**src/rtl/execute_cond_stage_if.sv**
```systemverilog
// Decode-to-execute control bundle: D-stage controls, hazard controls and ALU flags in,
// condition-gated E-stage controls out.
interface execute_cond_stage_if;
    logic       StallE;
    logic       FlushE;
    logic [3:0] CondD;
    logic       PCSrcD;
    logic       RegWriteD;
    logic       MemtoRegD;
    logic       MemWriteD;
    logic [4:0] ALUControlD;
    logic       BranchD;
    logic       ALUSrcD;
    logic [1:0] FlagWriteD;
    logic       NoWriteD;
    logic [3:0] ALUFlags;
    logic       PCSrcE;
    logic       RegWriteE;
    logic       MemtoRegE;
    logic       MemWriteE;
    logic [4:0] ALUControlE;
    logic       ALUSrcE;
    logic       BranchTakenE;
    logic       CondExE;
    logic [3:0] FlagsE;

    modport master (
        output StallE, FlushE, CondD, PCSrcD, RegWriteD, MemtoRegD, MemWriteD,
               ALUControlD, BranchD, ALUSrcD, FlagWriteD, NoWriteD, ALUFlags,
        input  PCSrcE, RegWriteE, MemtoRegE, MemWriteE, ALUControlE, ALUSrcE,
               BranchTakenE, CondExE, FlagsE
    );

    modport slave (
        input  StallE, FlushE, CondD, PCSrcD, RegWriteD, MemtoRegD, MemWriteD,
               ALUControlD, BranchD, ALUSrcD, FlagWriteD, NoWriteD, ALUFlags,
        output PCSrcE, RegWriteE, MemtoRegE, MemWriteE, ALUControlE, ALUSrcE,
               BranchTakenE, CondExE, FlagsE
    );
endinterface

```
**src/rtl/execute_cond_stage.sv**
```systemverilog
// E-stage control registers with stall/flush, the NZCV flags register and ARM condition
// evaluation that gates the side-effecting E-stage controls.
module execute_cond_stage (
    input logic                 clk,
    input logic                 reset,
    execute_cond_stage_if.slave bus
);

    typedef enum logic [3:0] {
        EQ = 4'b0000, NE = 4'b0001, CS = 4'b0010, CC = 4'b0011,
        MI = 4'b0100, PL = 4'b0101, VS = 4'b0110, VC = 4'b0111,
        HI = 4'b1000, LS = 4'b1001, GE = 4'b1010, LT = 4'b1011,
        GT = 4'b1100, LE = 4'b1101, AL = 4'b1110, NV = 4'b1111
    } condCodeT;

    logic       validE;
    condCodeT   condE;
    logic       pcSrcRegE;
    logic       regWriteRegE;
    logic       memtoRegE;
    logic       memWriteRegE;
    logic [4:0] aluControlE;
    logic       branchRegE;
    logic       aluSrcE;
    logic [1:0] flagWriteE;
    logic       noWriteRegE;
    logic [3:0] flags;
    logic       condPass;
    logic       condExE;

    always_ff @(posedge clk or negedge reset) begin
        if (!reset) begin
            validE       <= 1'b0;
            condE        <= EQ;
            pcSrcRegE    <= 1'b0;
            regWriteRegE <= 1'b0;
            memtoRegE    <= 1'b0;
            memWriteRegE <= 1'b0;
            aluControlE  <= '0;
            branchRegE   <= 1'b0;
            aluSrcE      <= 1'b0;
            flagWriteE   <= '0;
            noWriteRegE  <= 1'b0;
            flags        <= '0;
        end else begin
            if (bus.FlushE) begin
                validE       <= 1'b0;
                condE        <= EQ;
                pcSrcRegE    <= 1'b0;
                regWriteRegE <= 1'b0;
                memtoRegE    <= 1'b0;
                memWriteRegE <= 1'b0;
                aluControlE  <= '0;
                branchRegE   <= 1'b0;
                aluSrcE      <= 1'b0;
                flagWriteE   <= '0;
                noWriteRegE  <= 1'b0;
            end else if (!bus.StallE) begin
                validE       <= 1'b1;
                condE        <= condCodeT'(bus.CondD);
                pcSrcRegE    <= bus.PCSrcD;
                regWriteRegE <= bus.RegWriteD;
                memtoRegE    <= bus.MemtoRegD;
                memWriteRegE <= bus.MemWriteD;
                aluControlE  <= bus.ALUControlD;
                branchRegE   <= bus.BranchD;
                aluSrcE      <= bus.ALUSrcD;
                flagWriteE   <= bus.FlagWriteD;
                noWriteRegE  <= bus.NoWriteD;
            end
            // The retiring E instruction still commits its flags even when the next slot is flushed.
            if (condExE && !bus.StallE) begin
                if (flagWriteE[1]) flags[3:2] <= bus.ALUFlags[3:2];
                if (flagWriteE[0]) flags[1:0] <= bus.ALUFlags[1:0];
            end
        end
    end

    always_comb begin
        condPass = 1'b0;
        unique case (condE)
            EQ: condPass = flags[2];
            NE: condPass = !flags[2];
            CS: condPass = flags[1];
            CC: condPass = !flags[1];
            MI: condPass = flags[3];
            PL: condPass = !flags[3];
            VS: condPass = flags[0];
            VC: condPass = !flags[0];
            HI: condPass = flags[1] && !flags[2];
            LS: condPass = !flags[1] || flags[2];
            GE: condPass = (flags[3] == flags[0]);
            LT: condPass = (flags[3] != flags[0]);
            GT: condPass = !flags[2] && (flags[3] == flags[0]);
            LE: condPass = flags[2] || (flags[3] != flags[0]);
            AL: condPass = 1'b1;
            NV: condPass = 1'b0;
            default: condPass = 1'b0;
        endcase
    end

    assign condExE          = validE & condPass;
    assign bus.CondExE      = condExE;
    assign bus.PCSrcE       = pcSrcRegE & condExE;
    assign bus.MemWriteE    = memWriteRegE & condExE;
    assign bus.BranchTakenE = branchRegE & condExE;
    assign bus.RegWriteE    = regWriteRegE & condExE & ~noWriteRegE;
    assign bus.MemtoRegE    = memtoRegE;
    assign bus.ALUControlE  = aluControlE;
    assign bus.ALUSrcE      = aluSrcE;
    assign bus.FlagsE       = flags;

endmodule
```
**src/flat_wrapper.sv**
```systemverilog
// flat-port wrapper written by rule: the top's interface ports become plain ports
module execute_cond_stage_flat 
  (clk, reset, bus_StallE, bus_FlushE, bus_CondD, bus_PCSrcD, bus_RegWriteD, bus_MemtoRegD, bus_MemWriteD, bus_ALUControlD, bus_BranchD, bus_ALUSrcD, bus_FlagWriteD, bus_NoWriteD, bus_ALUFlags, bus_PCSrcE, bus_RegWriteE, bus_MemtoRegE, bus_MemWriteE, bus_ALUControlE, bus_ALUSrcE, bus_BranchTakenE, bus_CondExE, bus_FlagsE);
  execute_cond_stage_if bus_i ();
  input logic clk;
  input logic reset;
  input wire logic [$bits(bus_i.StallE)-1:0] bus_StallE;
  input wire logic [$bits(bus_i.FlushE)-1:0] bus_FlushE;
  input wire logic [$bits(bus_i.CondD)-1:0] bus_CondD;
  input wire logic [$bits(bus_i.PCSrcD)-1:0] bus_PCSrcD;
  input wire logic [$bits(bus_i.RegWriteD)-1:0] bus_RegWriteD;
  input wire logic [$bits(bus_i.MemtoRegD)-1:0] bus_MemtoRegD;
  input wire logic [$bits(bus_i.MemWriteD)-1:0] bus_MemWriteD;
  input wire logic [$bits(bus_i.ALUControlD)-1:0] bus_ALUControlD;
  input wire logic [$bits(bus_i.BranchD)-1:0] bus_BranchD;
  input wire logic [$bits(bus_i.ALUSrcD)-1:0] bus_ALUSrcD;
  input wire logic [$bits(bus_i.FlagWriteD)-1:0] bus_FlagWriteD;
  input wire logic [$bits(bus_i.NoWriteD)-1:0] bus_NoWriteD;
  input wire logic [$bits(bus_i.ALUFlags)-1:0] bus_ALUFlags;
  output wire logic [$bits(bus_i.PCSrcE)-1:0] bus_PCSrcE;
  output wire logic [$bits(bus_i.RegWriteE)-1:0] bus_RegWriteE;
  output wire logic [$bits(bus_i.MemtoRegE)-1:0] bus_MemtoRegE;
  output wire logic [$bits(bus_i.MemWriteE)-1:0] bus_MemWriteE;
  output wire logic [$bits(bus_i.ALUControlE)-1:0] bus_ALUControlE;
  output wire logic [$bits(bus_i.ALUSrcE)-1:0] bus_ALUSrcE;
  output wire logic [$bits(bus_i.BranchTakenE)-1:0] bus_BranchTakenE;
  output wire logic [$bits(bus_i.CondExE)-1:0] bus_CondExE;
  output wire logic [$bits(bus_i.FlagsE)-1:0] bus_FlagsE;
  assign bus_i.StallE = bus_StallE;
  assign bus_i.FlushE = bus_FlushE;
  assign bus_i.CondD = bus_CondD;
  assign bus_i.PCSrcD = bus_PCSrcD;
  assign bus_i.RegWriteD = bus_RegWriteD;
  assign bus_i.MemtoRegD = bus_MemtoRegD;
  assign bus_i.MemWriteD = bus_MemWriteD;
  assign bus_i.ALUControlD = bus_ALUControlD;
  assign bus_i.BranchD = bus_BranchD;
  assign bus_i.ALUSrcD = bus_ALUSrcD;
  assign bus_i.FlagWriteD = bus_FlagWriteD;
  assign bus_i.NoWriteD = bus_NoWriteD;
  assign bus_i.ALUFlags = bus_ALUFlags;
  assign bus_PCSrcE = bus_i.PCSrcE;
  assign bus_RegWriteE = bus_i.RegWriteE;
  assign bus_MemtoRegE = bus_i.MemtoRegE;
  assign bus_MemWriteE = bus_i.MemWriteE;
  assign bus_ALUControlE = bus_i.ALUControlE;
  assign bus_ALUSrcE = bus_i.ALUSrcE;
  assign bus_BranchTakenE = bus_i.BranchTakenE;
  assign bus_CondExE = bus_i.CondExE;
  assign bus_FlagsE = bus_i.FlagsE;
  execute_cond_stage u_core (.clk(clk), .reset(reset), .bus(bus_i));
endmodule
```
**config.mk**
```make
export PLATFORM = sky130hd
export DESIGN_NAME = execute_cond_stage_flat
export DESIGN_NICKNAME = d
export VERILOG_FILES = /design/src/rtl/execute_cond_stage_if.sv /design/src/rtl/execute_cond_stage.sv /design/src/flat_wrapper.sv
export SDC_FILE = /design/constraint.sdc
export NUM_CORES = 1
export LEC_CHECK = 0
export ABC_AREA = 1
export CAP_MARGIN = 20
export CORE_MARGIN = 3
export CORE_UTILIZATION = 35
export DETAILED_ROUTE_END_ITERATION = 16
export GPL_ROUTABILITY_DRIVEN = 0
export PLACE_DENSITY = 0.67
export SLEW_MARGIN = 0
export SYNTH_ARGS = -nofsm -noshare
export SYNTH_HDL_FRONTEND = slang
export SYNTH_SLANG_ARGS = --single-unit
```
**constraint.sdc**
```tcl
create_clock -name clk -period 2.05 [get_ports clk]
set_clock_uncertainty 0.15 [all_clocks]
set_input_delay 0.205 -clock clk [delete_from_list [all_inputs] [get_ports clk]]
set_output_delay 0.205 -clock clk [all_outputs]
set_load 0.01 [all_outputs]
```
* Word-level counts from Yosys, hierarchy flattened
Cells that the tools add are included.
** Operators by class
- Equal/unequal tests :: 18
- Mux-type cells :: 23
- Bitwise logic cells :: 7
- Reduce and logical (&&, ||, !) cells :: 13
** Operators with widths (count)
- $eq A4 B4 Y1 const B :: 8
- $eq A4 B3 Y1 const B :: 4
- $mux W1 :: 16
- $pmux W1 S16 :: 1
- $mux W5 :: 2
- $eq A4 B2 Y1 const B :: 2
- $mux W4 :: 2
- $and A1 B1 Y1 :: 6
- $logic_not A1 Y1 :: 5
- $eq A4 B1 Y1 const B :: 1
- $logic_not A4 Y1 :: 1
- $mux W2 :: 2
- $reduce_and A2 Y1 :: 2
- $logic_and A1 B1 Y1 :: 3
- $logic_or A1 B1 Y1 :: 2
- $ne A2 B1 Y1 const B :: 1
- $eq A1 B1 Y1 :: 1
- $ne A1 B1 Y1 :: 1
- $not A1 Y1 :: 1
** Word-level totals
- Register bits after elaboration :: 23
- Input bits :: 26
- Output and inout bits :: 16
- Logic and storage cells :: 74

* Longest topological paths before layout
- Depth in word-level cells :: 6
- Mapped depth :: 12
- Depth with buffers taken out :: 12

* Worst setup path before layout
OpenSTA, ideal clock, no wires.
- Kind :: reg-to-output
- From :: register u_core.flags[2], in the netlist u_core.bus.FlagsE[2]
- To :: output bus_RegWriteE
- Arrival :: 1.417 ns
- Data required time :: 1.695 ns
- Path slack :: 0.278 ns
- Cell stages (with the launch flop) :: 10
- Path buffers :: 0
- Cells stage by stage :: dfrtp_1 > nor3_1 > nand2_1 > nand2_1 > nand2_1 > nand3_2 > nand2_2 > a21oi_4 > inv_4 > nor3_4
** Between the ends
- Word-level cells in the longest chain between the ends :: 6
- Elaborated cells between the ends (all ways) :: 9
- Classes of those cells :: mux: 1; bitwise: 3; reduce/logical: 5
** RTL lines
- start: declaration :: RTL line execute_cond_stage.sv:27 : logic [3:0] flags;
- start signal: assignment :: RTL line execute_cond_stage.sv:73 : if (flagWriteE[1]) flags[3:2] <= bus.ALUFlags[3:2];
- $logic_not A1 Y1 :: RTL line execute_cond_stage.sv:83, execute_cond_stage.sv:90, execute_cond_stage.sv:94
- $logic_and A1 B1 Y1 (on tied branches) :: RTL line execute_cond_stage.sv:94, execute_cond_stage.sv:90
- $pmux W1 S16 * :: RTL line execute_cond_stage.sv:81 : unique case (condE)
- $and A1 B1 Y1 * :: RTL line execute_cond_stage.sv:102 : assign condExE = validE & condPass;
- via bus_CondExE :: RTL line flat_wrapper.sv:27 : output wire logic [$bits(bus_i.CondExE)-1:0] bus_CondExE;
- $and A1 B1 Y1 * (2 in series) :: RTL line execute_cond_stage.sv:107 : assign bus.RegWriteE = regWriteRegE & condExE & ~noWriteRegE;
- end: declaration :: RTL line flat_wrapper.sv:21 : output wire logic [$bits(bus_i.RegWriteE)-1:0] bus_RegWriteE;
Mark *: on every way through the listed nets, which the timed path passes. The rest lies on a longest branch.

* Worst setup path after layout
- From :: register u_core.flags[3], in the netlist u_core.bus.FlagsE[3]
- To :: output bus_RegWriteE
** Between the ends
- Word-level cells in the longest chain between the ends :: 6
- Elaborated cells between the ends (all ways) :: 9
- Classes of those cells :: eq/ne: 2; mux: 1; bitwise: 3; reduce/logical: 3
** RTL lines (RTL line)
- $ne A1 B1 Y1 or $eq A1 B1 Y1 (tied branches)
- $logic_or A1 B1 Y1 or $logic_and A1 B1 Y1 (tied branches) :: execute_cond_stage.sv:95, execute_cond_stage.sv:94
- $pmux W1 S16 * :: execute_cond_stage.sv:81
- $and A1 B1 Y1 * :: execute_cond_stage.sv:102
- $and A1 B1 Y1 * (2 in series) :: execute_cond_stage.sv:107
Mark *: on every way between the ends. The rest lies on a longest branch, timed or not.

==> results_tabular.tex <==
\begin{tabular}{lr}
\hline
Metric & Value \\
\hline
\multicolumn{2}{l}{\textbf{Clocking}} \\
Htree depth & 1 \\
Root buf cell & sky130\_fd\_sc\_hd\_\_clkbuf\_4 \\
Clock-pin slew on the worst setup and hold paths & 0.13 ns \\
Post-CTS Hold Fix Bufs & 0 \\
Clock net sink count & 23 \\
Clock tree from TritonCTS & built \\
CTS Buf Count & 3 \\
Later-pin clock latency in the skew report & 0.31 ns \\
Number of buffers between clock root and the deepest sink & 2 \\
\multicolumn{2}{l}{\textbf{Die}} \\
Number of top-level design ports & 42 \\
Number of rows in the core area & 20 \\
Core ar. & 3128 µm² \\
Initial Utilization & 37.76\% \\
Die width & 64.09 µm \\
Height of the die & approximately 64 µm \\
Total die area & about 4100 µm² \\
\multicolumn{2}{l}{\textbf{Global route}} \\
Via count of the first global-routing pass & $\sim$1300 \\
Overall global routing resource usage & 15.29\% \\
Number of antenna violations at the first check in global routing & 0 \\
Largest net degree at the start of global routing & 24 \\
First-pass GRT wire length & $\sim$5100 µm \\
Total congestion overflow after global routing & 0 \\
\multicolumn{2}{l}{\textbf{Synthesis}} \\
Avg Cell Area, Syn & 7.771 µm² \\
Synthesized Nets & 178 \\
Post-synthesis share of cell area spent on xor and xnor gates & 0\% \\
Multiplexer area fraction after synthesis & 0\% \\
Seq cells post-synth & 23 \\
Netlist Area Pre-Place & 1181 µm² \\
Fraction of the mapped netlist area in compound gates & between 6 and 7\% \\
Area share of and/or/nand/nor cells after synthesis & 37.08\% \\
Synthesized netlist cell count & between 150 and 200 \\
Dominant combinational cell family by area after synthesis & simple AND/OR/NAND/NOR gates \\
Count of synthesis-stage warnings from yosys & 0 \\
Arithmetic-cell share of the synthesized area counting full adders, half adders and majority gates & 0\% \\
Distinct cell type count of the synthesized netlist & 22 \\
Sequential fraction of the synthesis area & 48.73\% \\
\multicolumn{2}{l}{\textbf{Critical path}} \\
Crit Path Max Fanout & 5 \\
Data required time of the worst path & 1.69 ns \\
Sort of element at the start of the critical path & flop \\
Origin of the worst setup path & u\_core.bus.FlagsE[3]\$\_DFFE\_PN0P\_ \\
Data arrival, critical path & 1.85 ns \\
Startpoint-to-endpoint class of the critical path & reg2out \\
Launching point of the worst reg2reg path & u\_core.bus.FlagsE[3]\$\_DFFE\_PN0P\_ \\
Endpoint type of the worst setup path & output port \\
\multicolumn{2}{l}{\textbf{STA}} \\
Fin Hold WS & 0.07910 ns \\
Final Worst Setup Slack & -0.1521 ns \\
Transition time of the tightest slew-check pin & 0.4135 ns \\
Count of endpoints failing hold in the final timing report & 0 \\
Post-layout minimum cycle time & 2.202 ns \\
Achievable Freq & approximately 0.45 GHz \\
Final worst-path cycle share & 107.4\% \\
Number of setup violations in the final report & 5 \\
RSZ-0062 raised after global routing & yes \\
Slew margin rel. & 72.40\% \\
Max-slew violations & 0 \\
Aggregate negative setup slack & -0.6382 ns \\
\multicolumn{2}{l}{\textbf{Placement}} \\
Post-detail-place hpwl & 2349 µm \\
Placed instance area & between 1500 and 2000 µm² \\
Number of placed instances with taps included & 243 \\
Number of port buffers & 41 \\
Post-Place Setup Slack & -0.2011 ns \\
\multicolumn{2}{l}{\textbf{Cells and area}} \\
Most frequent cells in the layout & sky130\_fd\_sc\_hd\_\_nand2\_1 (38), sky130\_fd\_sc\_hd\_\_clkdlybuf4s50\_1 (36), sky130\_fd\_sc\_hd\_\_nand3\_1 (30) \\
Synth-to-layout area growth & 52.01\% \\
Count of non-filler cells in the finished layout & roughly 250 \\
Fraction of layout instances using a drive strength above 1 & 22.71\% \\
\# diodes & 0 \\
Layout Nets & 234 \\
Leading cell type in the layout, fill and taps excluded & sky130\_fd\_sc\_hd\_\_nand2\_1 \\
Post-route design area & 1795 µm² \\
Number of fill cells & 323 \\
Final core occ & between 50\% and 60\% \\
\multicolumn{2}{l}{\textbf{Route}} \\
Initial DRT Pass Iterations & 4 \\
Drt first-iter violations & 69 \\
Routed len/inst & 12.66 µm \\
Remaining number of nets flagged by the antenna check after routing & 0 \\
Residual DRC count & 0 \\
Vias per std cell & 4.817 \\
Total wire length & 3178 µm \\
Via count & 1209 \\
\multicolumn{2}{l}{\textbf{Power and ir drop}} \\
Leakage & about 0.85 nW \\
Total internal power & between 0.7 and 0.8 mW \\
Worst ir drop on vdd & approximately 240 µV \\
Cell Pwr Density & 628.7 nW/µm² \\
Clk pwr share & 18.5\% \\
Proportion of total power due to net switching & roughly a third \\
Net switching power & 0.3615 mW \\
Share of total power in sequential cells & 47.3\% \\
Power, Total & 1.129 mW \\
Portion of total power attributed to combinational logic & 34.2\% \\
\multicolumn{2}{l}{\textbf{Run}} \\
Maximum Capacitance Violations & 0 \\
\multicolumn{2}{l}{\textbf{Status}} \\
Run status & complete, but fails checks \\
Violated checks & setup timing \\
\multicolumn{2}{l}{\textbf{Min path}} \\
Worst Hold Class & in2async \\
\hline
\end{tabular}
==> layout make-up <==
type	count	area (µm²)	share of cell area, %
Timing Repair Buffer	57	521.8	29.06
Tap cell	44	55.05	3.066
Multi-Input combinational cell	107	549.3	30.59
Clock buffer	3	22.52	1.254
Sequential cell	23	579.3	32.26
Clock inverter	1	5.005	0.2787
Inverter	16	62.56	3.484
==> layer usage <==
layer	wire (µm)	vias to the layer above	part of all wire (%)	GRT usage, %
met5	0	-	0	0
met4	12	0	0.38	3.958
met3	148	2	4.7	3.515
met2	1669	27	53	28.65
met1	1348	571	42	17.24
li1	-	609	-	-
==> logic make-up after synthesis <==
group / after synthesis
AND/OR/NAND/NOR: 94
flip-flops: 23
AO/OA/AOI/OAI: 13
buffers and inverters: 22
==> critical path, cell delays in order (launching register included) <==
cell and delay [ns]:
sky130_fd_sc_hd__dfrtp_2 0.47, sky130_fd_sc_hd__buf_4 0.16, sky130_fd_sc_hd__nor2_4 0.08, sky130_fd_sc_hd__nor2_1 0.05, sky130_fd_sc_hd__nand2_1 0.05, sky130_fd_sc_hd__nand4_1 0.09
sky130_fd_sc_hd__nand2_1 0.10, sky130_fd_sc_hd__inv_2 0.06, sky130_fd_sc_hd__a21oi_4 0.17, sky130_fd_sc_hd__inv_4 0.07, sky130_fd_sc_hd__nor3_4 0.10, sky130_fd_sc_hd__buf_2 0.15
==> power groups by stage <==
stage | Clock, mW | Sequential [mW] | Combinational [mW]
6_report | 0.209 | 0.534 | 0.386
5_1_grt | 0.238 | 0.539 | 0.424
4_1_cts | 0.215 | 0.529 | 0.356
3_5_place_dp | 0 | 0.536 | 0.347
3_3_place_gp | 0 | 0.535 | 0.341
2_1_floorplan | 0 | 0.545 | 0.152
==> worst paths after layout <==
kind,depth (start not counted),end,slack (ns)
setup / recovery,11,bus_RegWriteE,-0.15
hold / removal,2,u_core.bus.ALUControlE[0]$_DFFE_PN0P_,0.08
setup reg to reg,13,u_core.bus.FlagsE[1]$_DFFE_PN0P_,0.16
hold reg to reg,2,u_core.validE$_DFFE_PN0P_,0.37
max in group asynchronous,2,u_core.condE[0]$_DFFE_PN0P_,1.41
min in group clk,3,u_core.bus.ALUControlE[4]$_DFFE_PN0P_,0.28
==> cell usage after synthesis <==
cell type | instances | area share, %
sky130_fd_sc_hd__nand3_1 | 30 | 13
sky130_fd_sc_hd__inv_4 | 1 | 0.53
sky130_fd_sc_hd__o21a_1 | 1 | 0.64
sky130_fd_sc_hd__o21ai_0 | 9 | 3.8
sky130_fd_sc_hd__buf_2 | 1 | 0.42
sky130_fd_sc_hd__nand2_1 | 41 | 13
sky130_fd_sc_hd__nand3_2 | 1 | 0.85
sky130_fd_sc_hd__nor3_1 | 1 | 0.42
sky130_fd_sc_hd__o211ai_1 | 1 | 0.64
sky130_fd_sc_hd__nand2_2 | 1 | 0.53
sky130_fd_sc_hd__inv_1 | 11 | 3.5
sky130_fd_sc_hd__dfrtp_1 | 23 | 49
sky130_fd_sc_hd__nand4_1 | 7 | 3.7
sky130_fd_sc_hd__nor3_4 | 1 | 1.4
sky130_fd_sc_hd__clkbuf_1 | 4 | 1.3
sky130_fd_sc_hd__inv_2 | 3 | 0.95
sky130_fd_sc_hd__a21oi_4 | 1 | 1.4
sky130_fd_sc_hd__clkinv_1 | 1 | 0.32
sky130_fd_sc_hd__nor2_2 | 3 | 1.6
sky130_fd_sc_hd__nor2_1 | 9 | 2.9
sky130_fd_sc_hd__a21oi_1 | 1 | 0.42
sky130_fd_sc_hd__buf_1 | 1 | 0.32
==> registers in the layout, summed over array words and instances, names as in the netlist, 2 cells and up <==
name / cells
u_core.condE: 4
u_core.bus.ALUControlE: 5
u_core.bus.FlagsE: 4
u_core.flagWriteE: 2
==> timing repair <==
action                                  in CTS  in global routing
pin swaps                                    2                  1
endpoints found under the setup margin       5                  5
buffers inserted                             1                  3
resized for setup                           27                  9
(Power assumes the default switching activity.)
